## src/rtl/trap_seq.sv

```systemverilog
// Trap entry / MRET return sequencer sitting behind the exception/interrupt controller.
// Latency: strobes appear the cycle after the event (SAVE/RET), PC redirect 1-2 cycles later, then FLUSH_CYCLES drain.
// Backpressure: busy holds the core off for the whole sequence; events arriving while busy are dropped.
//
// Ports:
//   clk, rst                      core clock, synchronous active-high reset
//   exception, interrupt, int_cause, tvec   trap request from the controller and MTVEC value
//   mret, pc, mepc_reg, mie_reg, mpie_reg   return request and current architectural state
//   mepc_in/mepc_write            MEPC write port
//   mie_in/mpie_in/mpp_in/mstatus_write     MSTATUS MIE/MPIE/MPP write port
//   pc_target/pc_write            PC redirect
//   busy                          stall request to the core
//   trap_count                    running count of taken traps (wraps)
module trap_seq #(
  parameter int XLEN         = 32,
  parameter int CAUSE_W      = 5,
  parameter int FLUSH_CYCLES = 2
) (
  input  logic               clk,
  input  logic               rst,
  input  logic               exception,
  input  logic               interrupt,
  input  logic [CAUSE_W-1:0] int_cause,
  input  logic [XLEN-1:0]    tvec,
  input  logic               mret,
  input  logic [XLEN-1:0]    pc,
  input  logic [XLEN-1:0]    mepc_reg,
  input  logic               mie_reg,
  input  logic               mpie_reg,
  output logic [XLEN-1:0]    mepc_in,
  output logic               mepc_write,
  output logic               mie_in,
  output logic               mpie_in,
  output logic [1:0]         mpp_in,
  output logic               mstatus_write,
  output logic [XLEN-1:0]    pc_target,
  output logic               pc_write,
  output logic               busy,
  output logic [31:0]        trap_count
);

  typedef enum logic [2:0] {IDLE, SAVE, VECTOR, RET, FLUSH} state_t;

  // FLUSH counts down to zero inclusive, so load one less than the cycle count.
  localparam logic [3:0] FLUSH_LOAD = 4'((FLUSH_CYCLES > 0) ? FLUSH_CYCLES - 1 : 0);
  localparam logic [XLEN-1:0] BIT0_CLR = {{(XLEN-1){1'b1}}, 1'b0};

  state_t               state_q, state_d;
  logic                 irq_cap_q, irq_cap_d;
  logic [CAUSE_W-1:0]   cause_cap_q, cause_cap_d;
  logic [XLEN-1:0]      tvec_cap_q, tvec_cap_d;
  logic [3:0]           flush_cnt_q, flush_cnt_d;
  logic [XLEN-1:0]      mepc_in_q, mepc_in_d;
  logic                 mepc_write_q, mepc_write_d;
  logic                 mie_in_q, mie_in_d;
  logic                 mpie_in_q, mpie_in_d;
  logic                 mstatus_write_q, mstatus_write_d;
  logic [XLEN-1:0]      pc_target_q, pc_target_d;
  logic                 pc_write_q, pc_write_d;
  logic [31:0]          trap_count_q, trap_count_d;

  logic [XLEN-1:0]      vec_base;
  logic [XLEN-1:0]      vec_off;
  logic [XLEN-1:0]      vec_target;

  // Only interrupts honour vectored mode; exceptions and reserved modes land on base.
  assign vec_base   = {tvec_cap_q[XLEN-1:2], 2'b00};
  assign vec_off    = {{(XLEN-CAUSE_W-2){1'b0}}, cause_cap_q, 2'b00};
  assign vec_target = (irq_cap_q && tvec_cap_q[1:0] == 2'b01) ? vec_base + vec_off : vec_base;

  // Outputs are registered: next-cycle values are decided on the transition into each state.
  always_comb begin
    state_d         = state_q;
    irq_cap_d       = irq_cap_q;
    cause_cap_d     = cause_cap_q;
    tvec_cap_d      = tvec_cap_q;
    flush_cnt_d     = flush_cnt_q;
    mepc_in_d       = mepc_in_q;
    mie_in_d        = mie_in_q;
    mpie_in_d       = mpie_in_q;
    pc_target_d     = pc_target_q;
    trap_count_d    = trap_count_q;
    mepc_write_d    = 1'b0;
    mstatus_write_d = 1'b0;
    pc_write_d      = 1'b0;

    case (state_q)
      IDLE: begin
        if (exception || interrupt) begin
          // Trap wins over a simultaneous mret, which is simply dropped.
          irq_cap_d       = interrupt && !exception;
          cause_cap_d     = int_cause;
          tvec_cap_d      = tvec;
          mepc_in_d       = pc & BIT0_CLR;
          mepc_write_d    = 1'b1;
          mpie_in_d       = mie_reg;
          mie_in_d        = 1'b0;
          mstatus_write_d = 1'b1;
          state_d         = SAVE;
        end else if (mret) begin
          mie_in_d        = mpie_reg;
          mpie_in_d       = 1'b1;
          mstatus_write_d = 1'b1;
          pc_target_d     = mepc_reg & BIT0_CLR;
          pc_write_d      = 1'b1;
          state_d         = RET;
        end
      end
      SAVE: begin
        pc_target_d  = vec_target;
        pc_write_d   = 1'b1;
        trap_count_d = trap_count_q + 32'd1;
        state_d      = VECTOR;
      end
      VECTOR, RET: begin
        if (FLUSH_CYCLES == 0) begin
          state_d = IDLE;
        end else begin
          flush_cnt_d = FLUSH_LOAD;
          state_d     = FLUSH;
        end
      end
      FLUSH: begin
        if (flush_cnt_q == 4'd0) begin
          state_d = IDLE;
        end else begin
          flush_cnt_d = flush_cnt_q - 4'd1;
        end
      end
      default: state_d = IDLE;
    endcase
  end

  always_ff @(posedge clk) begin
    if (rst) begin
      state_q         <= IDLE;
      irq_cap_q       <= 1'b0;
      cause_cap_q     <= '0;
      tvec_cap_q      <= '0;
      flush_cnt_q     <= '0;
      mepc_in_q       <= '0;
      mepc_write_q    <= 1'b0;
      mie_in_q        <= 1'b0;
      mpie_in_q       <= 1'b0;
      mstatus_write_q <= 1'b0;
      pc_target_q     <= '0;
      pc_write_q      <= 1'b0;
      trap_count_q    <= '0;
    end else begin
      state_q         <= state_d;
      irq_cap_q       <= irq_cap_d;
      cause_cap_q     <= cause_cap_d;
      tvec_cap_q      <= tvec_cap_d;
      flush_cnt_q     <= flush_cnt_d;
      mepc_in_q       <= mepc_in_d;
      mepc_write_q    <= mepc_write_d;
      mie_in_q        <= mie_in_d;
      mpie_in_q       <= mpie_in_d;
      mstatus_write_q <= mstatus_write_d;
      pc_target_q     <= pc_target_d;
      pc_write_q      <= pc_write_d;
      trap_count_q    <= trap_count_d;
    end
  end

  assign mepc_in       = mepc_in_q;
  assign mepc_write    = mepc_write_q;
  assign mie_in        = mie_in_q;
  assign mpie_in       = mpie_in_q;
  assign mpp_in        = 2'b11;
  assign mstatus_write = mstatus_write_q;
  assign pc_target     = pc_target_q;
  assign pc_write      = pc_write_q;
  assign trap_count    = trap_count_q;
  assign busy          = (state_q != IDLE);

endmodule

```

## config.mk

```make
export PLATFORM = sky130hd
export DESIGN_NAME = trap_seq
export DESIGN_NICKNAME = d
export VERILOG_FILES = /design/src/rtl/trap_seq.sv
export SDC_FILE = /design/constraint.sdc
export NUM_CORES = 1
export LEC_CHECK = 0
export CORE_ASPECT_RATIO = 0.75
export CORE_MARGIN = 1.5
export CORE_UTILIZATION = 40
export CTS_CLUSTER_SIZE = 20
export DETAILED_ROUTE_END_ITERATION = 10
export HOLD_SLACK_MARGIN = 0.03
export PLACE_DENSITY = 0.74
export RECOVER_POWER = 25
export SYNTH_ARGS = -nofsm -noshare
export SYNTH_HDL_FRONTEND = slang
export SYNTH_SLANG_ARGS = --single-unit
```

## constraint.sdc

```tcl
create_clock -name clk -period 2 [get_ports clk]
set_input_delay 0.4 -clock clk [delete_from_list [all_inputs] [get_ports clk]]
set_output_delay 0.4 -clock clk [all_outputs]
set_load 0.05 [all_outputs]
```

Word-level counts from Yosys, hierarchy flattened

Cells that the tools add are included.

Add/subtract/negate cells: 3
Eq/ne operators: 10
Muxes and demuxes: 19
Bitwise logic cells: 1
Reductions and logical operators: 17

Operators by type and width:

| kind                                              | count |
|---|---|
| two-way mux 32 bit                                | 3 |
| one-hot mux 32 bit (2 select lines)               | 1 |
| adder 32 x 1 -> 32 bit (second input constant)    | 1 |
| adder 32 x 7 -> 32 bit                            | 1 |
| one-hot mux 3 bit (4 select lines)                | 1 |
| two-way mux 3 bit                                 | 3 |
| two-way mux 1 bit                                 | 8 |
| != test 2 bit (second input constant)             | 4 |
| one-hot mux 4 bit (2 select lines)                | 1 |
| AND reduction 2 bit                               | 4 |
| == test 3 x 2 -> 1 bit (second input constant)    | 2 |
| nonzero test 2 bit                                | 3 |
| logical NOT 4 bit                                 | 1 |
| two-way mux 4 bit                                 | 1 |
| OR reduction 2 bit                                | 2 |
| subtractor 4 x 1 -> 4 bit (second input constant) | 1 |
| == test 3 x 1 -> 1 bit (second input constant)    | 1 |
| == test 3 bit (second input constant)             | 1 |
| logical NOT 3 bit                                 | 1 |
| != test 3 bit (second input constant)             | 1 |
| AND reduction 3 bit                               | 1 |
| nonzero test 3 bit                                | 1 |
| == test 2 x 1 -> 1 bit (second input constant)    | 1 |
| logical AND 1 bit                                 | 2 |
| 4 further kinds                                   | 4 |

Flip-flop bits (word level): 145
Input bits: 108
Output and inout port bits: 104

Logic depth before layout (Yosys ltp)

Gate-level depths: netlist (run 1).

Word-level depth: 4
Mapped depth: 8
Depth with buffers taken out: 7

Worst setup path after synthesis (run 1)

No wires, ideal clock.

Path kind: register to register
Start point: register trap_count_q[3] (netlist: trap_count[3])
End point: register trap_count_q[27] (netlist: trap_count[27])
Library setup time: 0.071 ns
Data arrival time: 2.391 ns
Data required time: 1.929 ns
Slack: -0.462 ns
Stages on the path, launching flop included: 6
Buffers on the path: 0
Clock period less this slack: 2.462 ns
Cell sequence: dfxtp_1 > nand4_1 > or4_1 > or3_4 > or4_1 > a21oi_1

Longest elaborated chain between the ends: 1

RTL lines:

| what                   | line | text |
|---|---|---|
| from (decl)            | 60   | `logic [31:0] trap_count_q, trap_count_d;` |
| from (signal assigned) | 162  | `trap_count_q <= trap_count_d;` |
| adder 32 x 1 -> 32 bit | 112  | `trap_count_d = trap_count_q + 32'd1;` |

Every way passes these cells.
A chain may end at the register's enable or synchronous reset.

Final worst setup path (run 1)

Start point: register state_q[1]
End point: register trap_count_q[27] (netlist: trap_count[27])

Longest elaborated chain between the ends: 1

RTL lines:

| what                   | line | text |
|---|---|---|
| from (decl)            | 48   | `state_t state_q, state_d;` |
| from (signal assigned) | 150  | `state_q <= state_d;` |
| == test 3 x 1 -> 1 bit | 87   | `case (state_q)` |

Every way passes these cells.

==> results.md, run 1 <==
- Status: finished with violations
- Failing checks: negative setup slack
- Core area: 16000 um2
- Syn. warnings: 0
- Synth cell types: 59
- Crit Path Class: register to register
- GRT Total Usage: 24.1%
- Max Clock Freq: 0.495 GHz
- Overflow after GRT: 0
- Gpl congestion: 0.878
- Post-placement cell area: 9290 um2
- CP max-delay cell: or4_4
- Post-layout nets: 1185
- Number of vias per cell: 5.35
- Gate Count Post-Synth: 818
- Fillers: 1368
- Crit end category: register
- ANT cells: 0
- Critical path's largest stage delay: 430 ps
- CP startpoint kind: register
- Tcrit/Tclk final: 101%
- Largest area contributor in the netlist: dfxtp_1
- HPWL Detailed: 14700 um
- Antenna Nets Post-Route: 0
- Initial core utilization: 40.8%
- PortBufs: 205
- GRT met2 Usage: 33.9%
- Area of the multi-input gates: 3600 um2
- M1 GR Usage: 34.6%
- H-tree depth: 4
- Clk sinks: 144
- Worst Path Arrival: 2380 ps
- WL per Instance: 16.3 um
- Critical Path Fanout Max: 5
- Register Area: 2920 um2
- Slew Limit Fails: 0
- Share of cells above drive strength 1: 17.3%
- Worst hold-check path type: register to register
- Pwr dens: 858 nW/um2
- Mapped cell area: 6540 um2
- Max-Cap Viols: 0
- Max IR drop VDD: 0.000560 V
- Top Family by Delay on Critical Path: simple AND/OR/NAND/NOR gates
- Routed vias: 6901
- FF+latch count, synth: 144
- Die ar.: 17100 um2
- Row Count: 40
- Routing usage on met3: 7.36%
- WL final: 21000 um
- Pre-CTS setup slack: -272 ps
- Number of top-level pins: 212
- Power, Total: 8.73 mW
- Setup TNS: -37.1 ps
- Global-route wire length before repair: 32300 um
- CTS root buffer: clkbuf_16
- Cells along the critical path: or3b_4, or2_1, or3_4, or4_4, a21oi_2
- Synth top area share: 44.1%
- Clock Latency Late Sink: 430 ps
- Slew @ Worst Pin: 715 ps
- 1st-iter DRT viols: 547
- DR pass1 iterations: 5
- Largest net degree at the start of global routing: 122
- Rel. slew slack: 52.6%
- RSZ-0062 raised after global routing: true
- Final routed DRC violation total: 0
- Final Hold Vio Count: 0
- Worst-path clk slew: 60 ps
- Max Clock Skew: 9.92 ps
- Worst Path Required: 2360 ps
- Die Wd: 151 um
- Syn avg cell area: 7.99 um2
- Number of synthesized flops with an enable pin: 0
- Post-synth top flop: dfxtp_1
- Longest Clk Path Bufs: 2
- Leakage: 4.39 nW
- Vias in the first global route: 6268
- Final setup vio count: 2
- Post-route cell area: 10200 um2
- Initial antenna violation count: 0
- Syn-to-layout area delta: 55.6%
- Critical path buffers and inverters: 0
- Largest cells by area after synthesis: dfxtp_1, nand2_1, a21oi_1, xnor2_1, nor2_1
- FFs w/ async S/R, synth: 0%
- GRT busiest layer: met1
- CTS tree: done
- Seq/Total Area, Yosys: 44.1%
- Worst setup margin: -20.5 ps
- Crit path time final: 2020 ps
- CTS Buf Count: 17
- Die Height: 114 um
[power breakdown]
group          switching [mW]  internal (mW)
sequential              0.173           3.10
clock                    1.23           2.01
combinational            1.34          0.874
[Yosys cell counts (14+ instances only)]
master    number
nand2_1      169
dfxtp_1      144
a21oi_1       93
nor2_1        59
clkbuf_1      44
xnor2_1       32
nor4_1        27
nand3_1       25
nand4_1       18
inv_1         17
nor3_1        14
[layout make-up]
| class | count | share of cell area (%) |
|---|---|---|
| tap | 210 | 2.58 |
| clock buffer | 20 | 4.49 |
| clock inverter | 11 | 1.35 |
| timing repair buffer | 285 | 26.8 |
| inverter | 18 | 0.664 |
| sequential | 144 | 28.7 |
| multi-input combinational | 603 | 35.4 |
[layout by cell type (no fill, tap or decap), types with 4 or more instances in the layout]
cell type and count:
a21oi_1 91, buf_6 4, mux2i_1 5, buf_12 7
xnor2_2 4, conb_1 4, o21ai_0 8, dfxtp_1 120
a31oi_1 5, a22oi_1 11, ha_1 4, o211ai_1 6
a211oi_1 5, clkinv_2 5, nor2_1 58, nor4_1 19
inv_1 17, nand4_1 18, a22o_1 10, dfxtp_2 20
or4_1 4, or3_1 6, nor3_1 14, and4_1 9
dlymetal6s2s_1 22, o22ai_1 12, xor2_1 12, buf_4 87
xnor2_1 28, dlygate4sd2_1 34, nand2_1 169, dfxtp_4 4
clkbuf_16 18, and3_1 13, clkdlybuf4s50_1 128, nand3_1 25
nor4_4 6
[flip-flops by register name (all words and copies together), names as in the netlist]
register / flops
mie_in: 1
pc_write: 1
mepc_in: 31
irq_cap_q: 1
flush_cnt_q: 4
state_q: 3
mepc_write: 1
pc_target: 31
mpie_in: 1
mstatus_write: 1
tvec_cap_q: 32
trap_count: 32
cause_cap_q: 5
[path summary, 6_finish.rpt]
| path | start | to | slack (ps) | depth (start not counted) |
|---|---|---|---|---|
| max | state_q[1] | trap_count[27] | -20 | 5 |
| min | pc_target[1] | pc_target[1] | 450 | 2 |
| max reg2reg | state_q[1] | trap_count[27] | -20 | 5 |
| min reg2reg | pc_target[1] | pc_target[1] | 450 | 2 |
[logic make-up (layout without fill, tap and decap cells)]
family                     Yosys count  in the layout  share of synthesized area [%]
and+or+nand+nor                    364            364                           26.3
AOI/OAI and AO/OA                  177            177                           16.4
DFF                                144            144                           44.1
buffers and inverters               73            334                           4.61
xor gates and xnor gates            45             45                           6.03
adders and majority gates            8              8                           1.65
muxes                                5              5                          0.766
other                                2              4                          0.115
[worst reg2reg max path, delay by kind of cell, from the launching register on]
| kind | cells | cell delay, ps |
|---|---|---|
| and+or+nand+nor | 4 | 1470 |
| DFF | 1 | 330 |
| AOI/OAI and AO/OA | 1 | 150 |
[through the flow]
stage	instances	hold WS (ps)	util [%]
after floorplan	820	431	-
after global placement	1257	438	58.0
after detailed placement	1257	446	58.0
after CTS	1288	439	61.8
after global routing	1291	462	63.5
final	1291	449	63.5
[routing by layer]
metal / vias to the layer above / routed length, um
met1: 3168 / 9520
met2: 322 / 8970
met5: - / 0
met3: 38 / 2080
met4: 0 / 447
li1: 3373 / -
[repair_timing]
| item | in CTS | in global routing |
|---|---|---|
| gates cloned | 0 | 1 |
| resized for setup | 46 | 57 |
| endpoints found under the hold margin | 0 | 0 |
| pin swaps | 3 | 14 |
| setup buffers | 0 | 4 |
| endpoints found under the setup margin | 42 | 43 |
| hold buffers | 0 | 0 |
No activity file was read; power rests on OpenSTA's default activity.
==> run 2, diff against run 1 <==
Settings changed: ABC_AREA set to 1, PLACE_DENSITY 0.74 to unset, PLACE_DENSITY_LB_ADDON set to 0.12.
==> run 2 against run 1 <==
  * The flow now finishes without violations
  * Synthesized cell count is 25% higher
  * Total power is 5.9% higher
  * Sequential power is 5% higher
  * Design area is 0.93% higher
  * Wire length is 1.7% higher
  * Global-route usage is 0.56 points lower
  * First-iteration DRC count is 1.6% higher
  * Register-to-register slack better by 110 ps
  * Sequential share of layout area is 0.60 points lower
  * Die area is 8.2% higher
  * Clock skew is 1.8 ps higher
  * Core utilization is 3.4 points lower
  * Highest routed layer is now met5
==> results.md, run 2 <==
- Syn avg cell area: 6.92 um2 (was 7.99 um2)
- DR pass1 iterations: 5 (unchanged)
- Commonest cells in the netlist: nand2_1, nor2_1, dfxtp_1 (was nand2_1, dfxtp_1, a21oi_1)
- Worst Path Arrival: 1560 ps (was 2380 ps)
- Fillers: 1636 (was 1368)
- Most common cell in the netlist: nand2_1 (unchanged)
- Hold Path Cell Cnt: 2 (unchanged)
- Mapped cell area: 7080 um2 (was 6540 um2)
- Global-route wire length before repair: 34500 um (was 32300 um)
- Largest cells by area after synthesis: dfxtp_1, nand2_1, o21ai_0, nor2_1, a21oi_1 (was dfxtp_1, nand2_1, a21oi_1, xnor2_1, nor2_1)
- Worst r2r dst: pc_target[16] (was trap_count[27])
- HPWL Detailed: 15700 um (was 14700 um)
- Slew Limit Fails: 0 (unchanged)
- Commonest non-fill, non-tap cells in the layout: nand2_1, nor2_1, dfxtp_1 (was nand2_1, clkdlybuf4s50_1, dfxtp_1)
- Synth cell types: 41 (was 59)
- Post-route cell area: 10300 um2 (was 10200 um2)
- Max Clock Skew: 11.7 ps (was 9.92 ps)
- Final core occ: 60.1% (was 63.5%)
- CTS tree: done (unchanged)
- Max-Cap Viols: 0 (unchanged)
- WL per Instance: 14.4 um (was 16.3 um)
- R2R Path Start: cause_cap_q[0] (was state_q[1])
- Post-synth top flop: dfxtp_1 (unchanged)
- Critical path buffers and inverters: 1 (was 0)
- Core area: 17100 um2 (was 16000 um2)
- Clk sinks: 144 (unchanged)
- Initial core utilization: 41.5% (was 40.8%)
- Initial antenna violation count: 1 (was 0)
- Antenna Nets Post-Route: 0 (unchanged)
- Number of top-level pins: 212 (unchanged)
- Top Family by Delay on Critical Path: buffers and inverters (was simple AND/OR/NAND/NOR gates)
- Crit Path Class: register to primary output (was register to register)
- Die Height: 118 um (was 114 um)
- Crit end category: primary output (was register)
- Share of cells above drive strength 1: 11.9% (was 17.3%)
- Syn-to-layout area delta: 44.9% (was 55.6%)
- Max IR drop VDD: 0.000551 V (was 0.000560 V)
- Overflow after GRT: 0 (unchanged)
- Routed vias: 7316 (was 6901)
- Status: complete, no violations (was finished with violations)
- Crit path time final: 1960 ps (was 2020 ps)
- CTS Buf Count: 17 (unchanged)
- Number of synthesized flops with an enable pin: 0 (unchanged)
- Worst hold-check path type: register to register (unchanged)
- Worst Path Required: 1600 ps (was 2360 ps)
- Most common cell after layout, fill and taps aside: nand2_1 (unchanged)
- Post-layout nets: 1355 (was 1185)
- FFs w/ async S/R, synth: 0% (unchanged)
- Final routed DRC violation total: 0 (unchanged)
- WL final: 21400 um (was 21000 um)
- R2R Setup Slk: 90 ps (was -20 ps)
- RSZ-0062 raised after global routing: true (unchanged)
- PortBufs: 205 (unchanged)
- Rel. slew slack: 63.7% (was 52.6%)
- Die Wd: 157 um (was 151 um)
- CP max-delay cell: clkdlybuf4s50_1 (was or4_4)
- CP startpoint kind: register (unchanged)
- Slew @ Worst Pin: 544 ps (was 715 ps)
- Syn. warnings: 0 (unchanged)
- Synth top area share: 40.7% (was 44.1%)
- Hold Startpoint: pc_target[13] (was pc_target[1])
- Worst-path clk slew: 60 ps (about the same)
- Critical path's largest stage delay: 830 ps (was 430 ps)
- Gate Count Post-Synth: 1024 (was 818)
- Vias in the first global route: 6729 (was 6268)
- Cells along the critical path: clkdlybuf4s50_1 (was or3b_4, or2_1, or3_4, or4_4, a21oi_2)
- Hold Slack: 461 ps (was 449 ps)
- Tcrit/Tclk final: 98.1% (was 101%)
- GRT Total Usage: 23.5% (was 24.1%)
- Leakage: 4.66 nW (was 4.39 nW)
- Largest area contributor in the netlist: dfxtp_1 (unchanged)
- Largest net degree at the start of global routing: 74 (was 122)
- WP depth: 1 (was 5)
- Placed cells: 1452 (was 1257)
- Max Clock Freq: 0.510 GHz (was 0.495 GHz)
- Critical Path Fanout Max: 1 (was 5)
- Seq/Total Area, Yosys: 40.7% (was 44.1%)
- H-tree depth: 4 (unchanged)
- FF-to-FF path depth: 13 (was 5)
- 1st-iter DRT viols: 556 (was 547)
- Gpl congestion: 0.872 (was 0.878)
- Number of vias per cell: 4.91 (was 5.35)
- Clock Latency Late Sink: 430 ps (about the same)
- Setup TNS: 0 ps (was -37.1 ps)
- Hold Path Sink: pc_target[13] (was pc_target[1])
- Die ar.: 18500 um2 (was 17100 um2)
- CTS root buffer: clkbuf_16 (unchanged)
- Longest Clk Path Bufs: 2 (unchanged)
- Final setup vio count: 0 (was 2)
- Final Hold Vio Count: 0 (unchanged)
- Row Count: 41 (was 40)
- Post-placement cell area: 9520 um2 (was 9290 um2)
- Post-Layout Cell Count: 1489 (was 1291)
- FF+latch count, synth: 144 (unchanged)
- Pwr dens: 901 nW/um2 (was 858 nW/um2)
- Post-CTS Hold Fix Bufs: 0 (unchanged)
## run 2: through the flow
| stage | setup WS [ps] | total power, mW |
|---|---|---|
| global route | -47.6 | 9.69 |
| detailed placement | -12.0 | 6.16 |
| global placement | 15.2 | 6.14 |
| CTS | 7.16 | 9.29 |
| floorplan | 133 | 5.10 |
| finish | 37.5 | 9.24 |
## run 2: area by class of cell
cell class              count  area (um2)  share of cell area (%)
clock buffers              19         433                    4.22
diodes                      1        2.50                  0.0244
flip-flops and latches    144        2890                    28.1
repair buffers            243        2430                    23.7
multi-input cells         737        3710                    36.2
well taps                 236         295                    2.88
inverters                  96         360                    3.51
clock inverters            13         138                    1.34
## run 2: cell families after synthesis
kind of cell | count (synthesis) | synth area share [%]
flops | 144 | 40.7
compound gates | 235 | 17.2
xor+xnor | 18 | 2.23
buf+inv | 145 | 8.12
fa+ha+maj | 8 | 1.52
simple gates | 472 | 30.1
other cells | 2 | 0.106
## run 2: where the power goes
| part | internal, mW | leakage [nW] | total [mW] | switching [mW] |
|---|---|---|---|---|
| Clock | 1.83 | 0.262 | 3.12 | 1.29 |
| Sequential | 3.21 | 1.19 | 3.43 | 0.221 |
| Combinational | 0.986 | 3.21 | 2.69 | 1.71 |
## run 2: how the worst max path moves through the flow
stage | start | slack [ps] | endpoint
5_1_grt | cause_cap_q[0] | -50 | pc_target[24]
4_1_cts | mepc_in[2] | 7 | mepc_in[2]
3_3_place_gp | cause_cap_q[0] | 20 | pc_target[14]
3_5_place_dp | cause_cap_q[0] | -10 | pc_target[14]
6_report | mstatus_write | 40 | mstatus_write
2_1_floorplan | trap_count[2] | 130 | trap_count[21]
## run 2: repair_timing
item / in CTS / in global routing
resized for setup: 25 / 54
buffers inserted: 0 / 4
setup endpoints to repair: 26 / 49
pin swaps: 1 / 5
## run 2: layer usage
metal / part of all wire, % / wire length, um / GRT usage [%] / vias up
met3: 9.7 / 2080 / 8.43 / 17
met1: 49 / 10500 / 33.9 / 3276
met5: 0.061 / 13 / 0 / -
met4: 0.89 / 191 / 6.37 / 2
li1: - / - / - / 3757
met2: 40 / 8540 / 32.6 / 264
